## config.mk

```make
export PLATFORM = sky130hd
export DESIGN_NAME = lsu_rmw_flat
export DESIGN_NICKNAME = d
export VERILOG_FILES = /design/src/rtl/lsu_rmw_if.sv /design/src/rtl/lsu_rmw.sv /design/src/flat_wrapper.sv
export SDC_FILE = /design/constraint.sdc
export NUM_CORES = 1
export LEC_CHECK = 0
export ABC_AREA = 1
export CAP_MARGIN = 0
export CORE_MARGIN = 2
export CORE_UTILIZATION = 35
export CTS_CLUSTER_DIAMETER = 80
export CTS_CLUSTER_SIZE = 24
export DETAILED_ROUTE_END_ITERATION = 8
export PLACE_DENSITY_LB_ADDON = 0.3
export SLEW_MARGIN = 20
export SYNTH_ARGS = -nofsm -noshare
export SYNTH_HDL_FRONTEND = slang
export SYNTH_SLANG_ARGS = --single-unit
```

## constraint.sdc

```tcl
create_clock -name clk -period 4 [get_ports clk]
set_input_delay 0.8 -clock clk [delete_from_list [all_inputs] [get_ports clk]]
set_output_delay 0.8 -clock clk [all_outputs]
set_load 0.01 [all_outputs]
```

## src/rtl/lsu_rmw_if.sv

```systemverilog
// Request/response and dmem bus of the load/store unit.
// slave = the LSU; master = MEM stage plus dmem.
interface lsu_rmw_if #(parameter int ADDR_W = 32);
    logic              req_valid;
    logic              req_we;
    logic [2:0]        req_op;
    logic [ADDR_W-1:0] req_addr;
    logic [31:0]       req_wdata;
    logic              req_ready;
    logic              resp_valid;
    logic [31:0]       resp_rdata;
    logic              resp_err;
    logic              dmem_we;
    logic [ADDR_W-1:0] dmem_a;
    logic [31:0]       dmem_wd;
    logic [31:0]       dmem_rd;

    modport slave (
        input  req_valid, req_we, req_op, req_addr, req_wdata, dmem_rd,
        output req_ready, resp_valid, resp_rdata, resp_err, dmem_we, dmem_a, dmem_wd
    );
    modport master (
        output req_valid, req_we, req_op, req_addr, req_wdata, dmem_rd,
        input  req_ready, resp_valid, resp_rdata, resp_err, dmem_we, dmem_a, dmem_wd
    );
endinterface

```

## src/rtl/lsu_rmw.sv

```systemverilog
// Load/store unit in front of a word-only dmem: sub-word loads are extended,
// sb/sh become a single-cycle read-modify-write, and bad requests never touch memory.
module lsu_rmw #(parameter int ADDR_W = 32) (
    input  logic       clk,
    input  logic       reset,
    lsu_rmw_if.slave   bus
);
    typedef enum logic [1:0] {IDLE, ACCESS, RESP} state_t;

    state_t            r_state;
    logic              r_we;
    logic [2:0]        r_op;
    logic [1:0]        r_lane;
    logic [31:0]       r_wdata;
    logic              r_resp_valid;
    logic              r_resp_err;
    logic [31:0]       r_resp_rdata;
    logic [ADDR_W-1:0] r_dmem_a;
    logic [31:0]       r_dmem_wd;

    logic              w_illegal;
    logic [7:0]        w_byte;
    logic [15:0]       w_half;
    logic [31:0]       w_ld_data;
    logic [31:0]       w_st_data;

    always_comb begin
        w_illegal = 1'b0;
        if (bus.req_we) begin
            case (bus.req_op[1:0])
                2'b01:   w_illegal = bus.req_addr[0];
                2'b10:   w_illegal = |bus.req_addr[1:0];
                2'b11:   w_illegal = 1'b1;
                default: w_illegal = 1'b0;
            endcase
        end else begin
            case (bus.req_op)
                3'b000, 3'b100: w_illegal = 1'b0;
                3'b001, 3'b101: w_illegal = bus.req_addr[0];
                3'b010:         w_illegal = |bus.req_addr[1:0];
                default:        w_illegal = 1'b1;
            endcase
        end
    end

    // Lane extraction and merge both work on the live dmem read of the ACCESS cycle.
    always_comb begin
        w_byte    = bus.dmem_rd[{r_lane, 3'b000} +: 8];
        w_half    = bus.dmem_rd[{r_lane[1], 4'b0000} +: 16];
        w_ld_data = bus.dmem_rd;
        case (r_op)
            3'b000:  w_ld_data = {{24{w_byte[7]}}, w_byte};
            3'b001:  w_ld_data = {{16{w_half[15]}}, w_half};
            3'b100:  w_ld_data = {24'd0, w_byte};
            3'b101:  w_ld_data = {16'd0, w_half};
            default: w_ld_data = bus.dmem_rd;
        endcase
        w_st_data = bus.dmem_rd;
        case (r_op[1:0])
            2'b00:   w_st_data[{r_lane, 3'b000} +: 8]     = r_wdata[7:0];
            2'b01:   w_st_data[{r_lane[1], 4'b0000} +: 16] = r_wdata[15:0];
            default: w_st_data = r_wdata;
        endcase
    end

    assign bus.req_ready  = (r_state == IDLE) && !reset;
    assign bus.dmem_we    = (r_state == ACCESS) && r_we && !reset;
    assign bus.dmem_a     = r_dmem_a;
    assign bus.dmem_wd    = ((r_state == ACCESS) && r_we) ? w_st_data : r_dmem_wd;
    assign bus.resp_valid = r_resp_valid;
    assign bus.resp_err   = r_resp_err;
    assign bus.resp_rdata = r_resp_rdata;

    always_ff @(posedge clk) begin
        if (reset) begin
            r_state      <= IDLE;
            r_we         <= 1'b0;
            r_op         <= 3'd0;
            r_lane       <= 2'd0;
            r_wdata      <= 32'd0;
            r_resp_valid <= 1'b0;
            r_resp_err   <= 1'b0;
            r_resp_rdata <= 32'd0;
            r_dmem_a     <= '0;
            r_dmem_wd    <= 32'd0;
        end else begin
            r_resp_valid <= 1'b0;
            case (r_state)
                IDLE: begin
                    if (bus.req_valid) begin
                        r_we       <= bus.req_we;
                        r_op       <= bus.req_op;
                        r_lane     <= bus.req_addr[1:0];
                        r_wdata    <= bus.req_wdata;
                        r_resp_err <= w_illegal;
                        if (w_illegal) begin
                            r_state      <= RESP;
                            r_resp_valid <= 1'b1;
                            r_resp_rdata <= 32'd0;
                        end else begin
                            r_state  <= ACCESS;
                            r_dmem_a <= {bus.req_addr[ADDR_W-1:2], 2'b00};
                        end
                    end
                end
                ACCESS: begin
                    r_state      <= RESP;
                    r_resp_valid <= 1'b1;
                    r_resp_rdata <= r_we ? 32'd0 : w_ld_data;
                    if (r_we) r_dmem_wd <= w_st_data;
                end
                RESP:    r_state <= IDLE;
                default: r_state <= IDLE;
            endcase
        end
    end
endmodule

```

## src/flat_wrapper.sv

```systemverilog
// flat-port wrapper written by rule: the top's interface ports become plain ports
module lsu_rmw_flat 
#(parameter int ADDR_W = 32)
  (clk, reset, bus_req_valid, bus_req_we, bus_req_op, bus_req_addr, bus_req_wdata, bus_dmem_rd, bus_req_ready, bus_resp_valid, bus_resp_rdata, bus_resp_err, bus_dmem_we, bus_dmem_a, bus_dmem_wd);
  lsu_rmw_if #(.ADDR_W(ADDR_W)) bus_i ();
  input  logic clk;
  input  logic reset;
  input wire logic [$bits(bus_i.req_valid)-1:0] bus_req_valid;
  input wire logic [$bits(bus_i.req_we)-1:0] bus_req_we;
  input wire logic [$bits(bus_i.req_op)-1:0] bus_req_op;
  input wire logic [$bits(bus_i.req_addr)-1:0] bus_req_addr;
  input wire logic [$bits(bus_i.req_wdata)-1:0] bus_req_wdata;
  input wire logic [$bits(bus_i.dmem_rd)-1:0] bus_dmem_rd;
  output wire logic [$bits(bus_i.req_ready)-1:0] bus_req_ready;
  output wire logic [$bits(bus_i.resp_valid)-1:0] bus_resp_valid;
  output wire logic [$bits(bus_i.resp_rdata)-1:0] bus_resp_rdata;
  output wire logic [$bits(bus_i.resp_err)-1:0] bus_resp_err;
  output wire logic [$bits(bus_i.dmem_we)-1:0] bus_dmem_we;
  output wire logic [$bits(bus_i.dmem_a)-1:0] bus_dmem_a;
  output wire logic [$bits(bus_i.dmem_wd)-1:0] bus_dmem_wd;
  assign bus_i.req_valid = bus_req_valid;
  assign bus_i.req_we = bus_req_we;
  assign bus_i.req_op = bus_req_op;
  assign bus_i.req_addr = bus_req_addr;
  assign bus_i.req_wdata = bus_req_wdata;
  assign bus_i.dmem_rd = bus_dmem_rd;
  assign bus_req_ready = bus_i.req_ready;
  assign bus_resp_valid = bus_i.resp_valid;
  assign bus_resp_rdata = bus_i.resp_rdata;
  assign bus_resp_err = bus_i.resp_err;
  assign bus_dmem_we = bus_i.dmem_we;
  assign bus_dmem_a = bus_i.dmem_a;
  assign bus_dmem_wd = bus_i.dmem_wd;
  lsu_rmw #(.ADDR_W(ADDR_W)) u_core (.clk(clk), .reset(reset), .bus(bus_i));
endmodule
```

==> key figures <==
Outcome
  – Status: complete, no violations

Placement
  – DP HPWL: 17.2 mm
  – Post-DP Area: approximately 8800 um2
  – GPL Wtd Cong: roughly 0.95
  – Placed Cells: 1396
  – IO buf count: 200

Floorplanning
  – Placement Rows: 50
  – Total Die Area: 20400 um2
  – Placeable Area: approximately 19000 um2
  – DIE WIDTH: approximately 140 um
  – Io pins: roughly 200
  – Starting Density: a little over a third
  – Die height: about 140 um

Clock network
  – Num CTS Buffers: 17
  – CTS tree: built
  – Clk slew on worst S/H paths: about 0.060 ns
  – Post-CTS Setup Bufs: 0
  – CTS resizes: 0
  – CTS Hold Bufs: 0
  – Clock root buffer: clkbuf_16
  – H-tree depth reported by CTS: 4
  – Clk_lat worst skew: between 0.4 and 0.5 ns
  – Clock Tree Buf Depth: 2
  – Clock Sinks: between 100 and 150

Synthesis
  – Async S/R FF share, synth: 0%
  – Cells after Synth: 991
  – Synth Flop Type: dfxtp_1
  – Mapped Area: roughly 6700 um2
  – Unique masters post-synth: 37
  – Syn Area/Cell: ~6.8 um2
  – EDFF count, synth: 0
  – Yosys reg bits: around 140
  – Synth warnings: 0
  – Seq/Total Area, Yosys: between 40% and 50%

Pwr
  – Max IR drop VDD: around 0.29 mV
  – Pwr/cell area: about 400 nW/um2
  – Leak Pwr: about 4 nW

Routing
  – DR iter-0 viols: ~660
  – Routed len/inst: about 16 um
  – Drt pass-1 iters: 5
  – Vias/cell: between 5 and 6
  – DR vias: approximately 7.2k
  – DR DRC count: 0
  – Drt total wl: between 20 and 25 mm
  – Routed Antenna Nets: 0

Critical path
  – Crit path depth: 9
  – Crit path max-delay family: buffers and inverters
  – CP peak stage delay: 0.60 ns
  – CP required: between 3 and 4 ns
  – Critical path startpoint: u_core.r_op[1]
  – Crit start category: register
  – Crit path kind: reg -> out
  – CP arrival: around 2.9 ns
  – Slowest cell on crit path: nor2_1
  – Critical path fanouts, max: 16
  – R2R depth: 6
  – R2R Path Start: u_core.r_state[0]
  – FF-to-FF setup slack: around 1.9 ns
  – Critical path endpoint: bus_dmem_wd[28]
  – Crit path buffers/inverters: 4
  – Critical-path cell list: buf_4 > inv_2 > nand2_4 > nor2_1 > a22oi_1 > nand3_1 > nand2_1 > inv_1 > clkdlybuf4s50_1
  – Worst r2r dst: u_core.bus.resp_rdata[2]
  – Worst setup EP type: primary output

STA
  – Final Hold Viols: 0
  – Max Slew Vio Count: 0
  – RSZ-0062 raised after global routing: false
  – Sum Neg Setup Slack: 0 ns
  – Final setup viols: 0
  – Period utilization: about nine tenths
  – Max Clock Freq: around 270 MHz
  – Layout Skew: ~0.011 ns
  – Max-slew headroom: 31.4%
  – Tightest Pin Transition: between 1 and 1.5 ns
  – Final min period: 3.66 ns

Min path
  – Hold Crit Class: reg -> reg
  – Worst hold start: u_core.bus.dmem_a[21]
  – Hold path cells: 2

Finish
  – Layout Nets: ~1.3k
  – Filler cell count in the final layout: 1905
  – Fraction of layout instances using a drive strength above 1: between 6 and 7%
  – Area of the multi-input gates: about 3400 um2
  – Finished Layout Cells: 1428
  – Fin area: 9430 um2
  – # diodes: 0
  – Reg area: 2720 um2
  – Area delta synth->final: 39.7%

Flow run
  – Number of max-cap violations: 0

Global routing
  – Grt ovf: 0
  – First-pass GRT wire length: about 37 mm
  – Vias in the first global route: about 7.0k
  – Antenna violations before repair: 0
  – GRT Util Overall: between 20 and 25%
  – Pin count of the biggest net entering global routing: 69
## final cells by class
class / count / area share, %
timing repair buffer: 212 / 22.1
multi-input combinational: 705 / 35.9
sequential: 136 / 28.9
clock inverter: 14 / 1.73
inverter: 83 / 3.35
clock buffer: 18 / 4.55
tap: 260 / 3.45
## sequential cells by signal (all words and copies together) (netlist names)
| register | count |
|---|---|
| u_core.bus.dmem_a | 30 |
| u_core.bus.resp_err | 1 |
| u_core.bus.resp_rdata | 32 |
| u_core.bus.resp_valid | 1 |
| u_core.r_dmem_wd | 32 |
| u_core.r_lane | 2 |
| u_core.r_op | 3 |
| u_core.r_state | 2 |
| u_core.r_wdata | 32 |
| u_core.r_we | 1 |
## worst register-to-register path: stages (launching register included)
cell,delay [ns]
dfxtp_1,0.35
inv_1,0.06
nor2_2,0.23
nand2_1,0.65
a21oi_1,0.44
o211ai_1,0.16
a21oi_1,0.16
## synth_stat cells (3+ instances only)
| cell | number | area share [%] |
|---|---|---|
| buf_1 | 4 | 0.22 |
| or2_2 | 18 | 1.7 |
| o211ai_1 | 17 | 1.9 |
| buf_6 | 4 | 0.67 |
| o21ai_0 | 99 | 7.3 |
| inv_1 | 77 | 4.3 |
| nand2_1 | 202 | 11 |
| inv_2 | 3 | 0.17 |
| or2_1 | 3 | 0.28 |
| buf_4 | 6 | 0.67 |
| a22oi_1 | 5 | 0.56 |
| buf_2 | 19 | 1.4 |
| o21ai_1 | 5 | 0.37 |
| dfxtp_1 | 136 | 40 |
| nand3_1 | 94 | 7.0 |
| nor2_1 | 110 | 6.1 |
| clkbuf_1 | 35 | 1.9 |
| ha_1 | 5 | 0.93 |
| o2111ai_1 | 11 | 1.4 |
| a21oi_1 | 110 | 8.2 |
| o22ai_1 | 5 | 0.46 |
## layout by cell type, fill, tap and decap left out, types with 3 or more instances in the layout
| cell | synthesis | layout |
|---|---|---|
| nand2_1 | 202 | 202 |
| clkdlybuf4s50_1 | 0 | 199 |
| dfxtp_1 | 136 | 136 |
| nor2_1 | 110 | 110 |
| a21oi_1 | 110 | 110 |
| o21ai_0 | 99 | 99 |
| nand3_1 | 94 | 94 |
| inv_1 | 77 | 76 |
| or2_2 | 18 | 18 |
| o211ai_1 | 17 | 17 |
| clkbuf_16 | 0 | 17 |
| buf_4 | 6 | 12 |
| o2111ai_1 | 11 | 11 |
| o21ai_1 | 5 | 5 |
| o22ai_1 | 5 | 5 |
| a22oi_1 | 5 | 5 |
| ha_1 | 5 | 5 |
| clkinv_4 | 0 | 5 |
| inv_6 | 0 | 5 |
| inv_2 | 3 | 4 |
| or2_1 | 3 | 3 |
## per-stage QoR
stage | utilization, % | hold WS (ns) | power (mW) | setup WS, ns
after floorplan | - | 0.455 | 1.90 | 1.20
after global placement | 46.9 | 0.454 | 2.19 | 0.699
after detailed placement | 46.9 | 0.462 | 2.20 | 0.712
after CTS | 50.1 | 0.471 | 3.78 | 0.349
after global routing | 50.1 | 0.491 | 3.92 | 0.0744
final | 50.1 | 0.469 | 3.77 | 0.337
## how the worst min path moves through the flow
stage / slack [ns] / end
after floorplan: 0.45 / u_core.r_wdata[30]
after global placement: 0.45 / u_core.bus.resp_err
after detailed placement: 0.46 / u_core.bus.dmem_a[21]
after CTS: 0.47 / u_core.bus.dmem_a[21]
after global routing: 0.49 / u_core.bus.dmem_a[10]
final: 0.47 / u_core.bus.dmem_a[21]
## layer usage
metal	GRT usage, %	vias up	wire, um
met5	0	-	0
met4	9.48	0	811
met3	6.44	48	2070
met2	36.6	314	10400
met1	29.7	3265	10300
li1	-	3597	-
## logic make-up (layout without fill, tap and decap cells)
group | count (synthesis) | in the layout | share of synthesized area [%]
AO/OA/AOI/OAI | 257 | 257 | 21.0
adder cells (fa/ha/maj) | 5 | 5 | 0.927
buffers and inverters | 151 | 327 | 9.58
flip-flops | 136 | 136 | 40.3
other | 1 | 2 | 0.0556
AND/OR/NAND/NOR | 441 | 441 | 28.1
## report_power, final
group,switching [mW],internal (mW)
registers,0.0561,1.42
clock network,0.662,0.932
logic,0.411,0.285
Note: power is estimated with default switching activity, not from simulation.
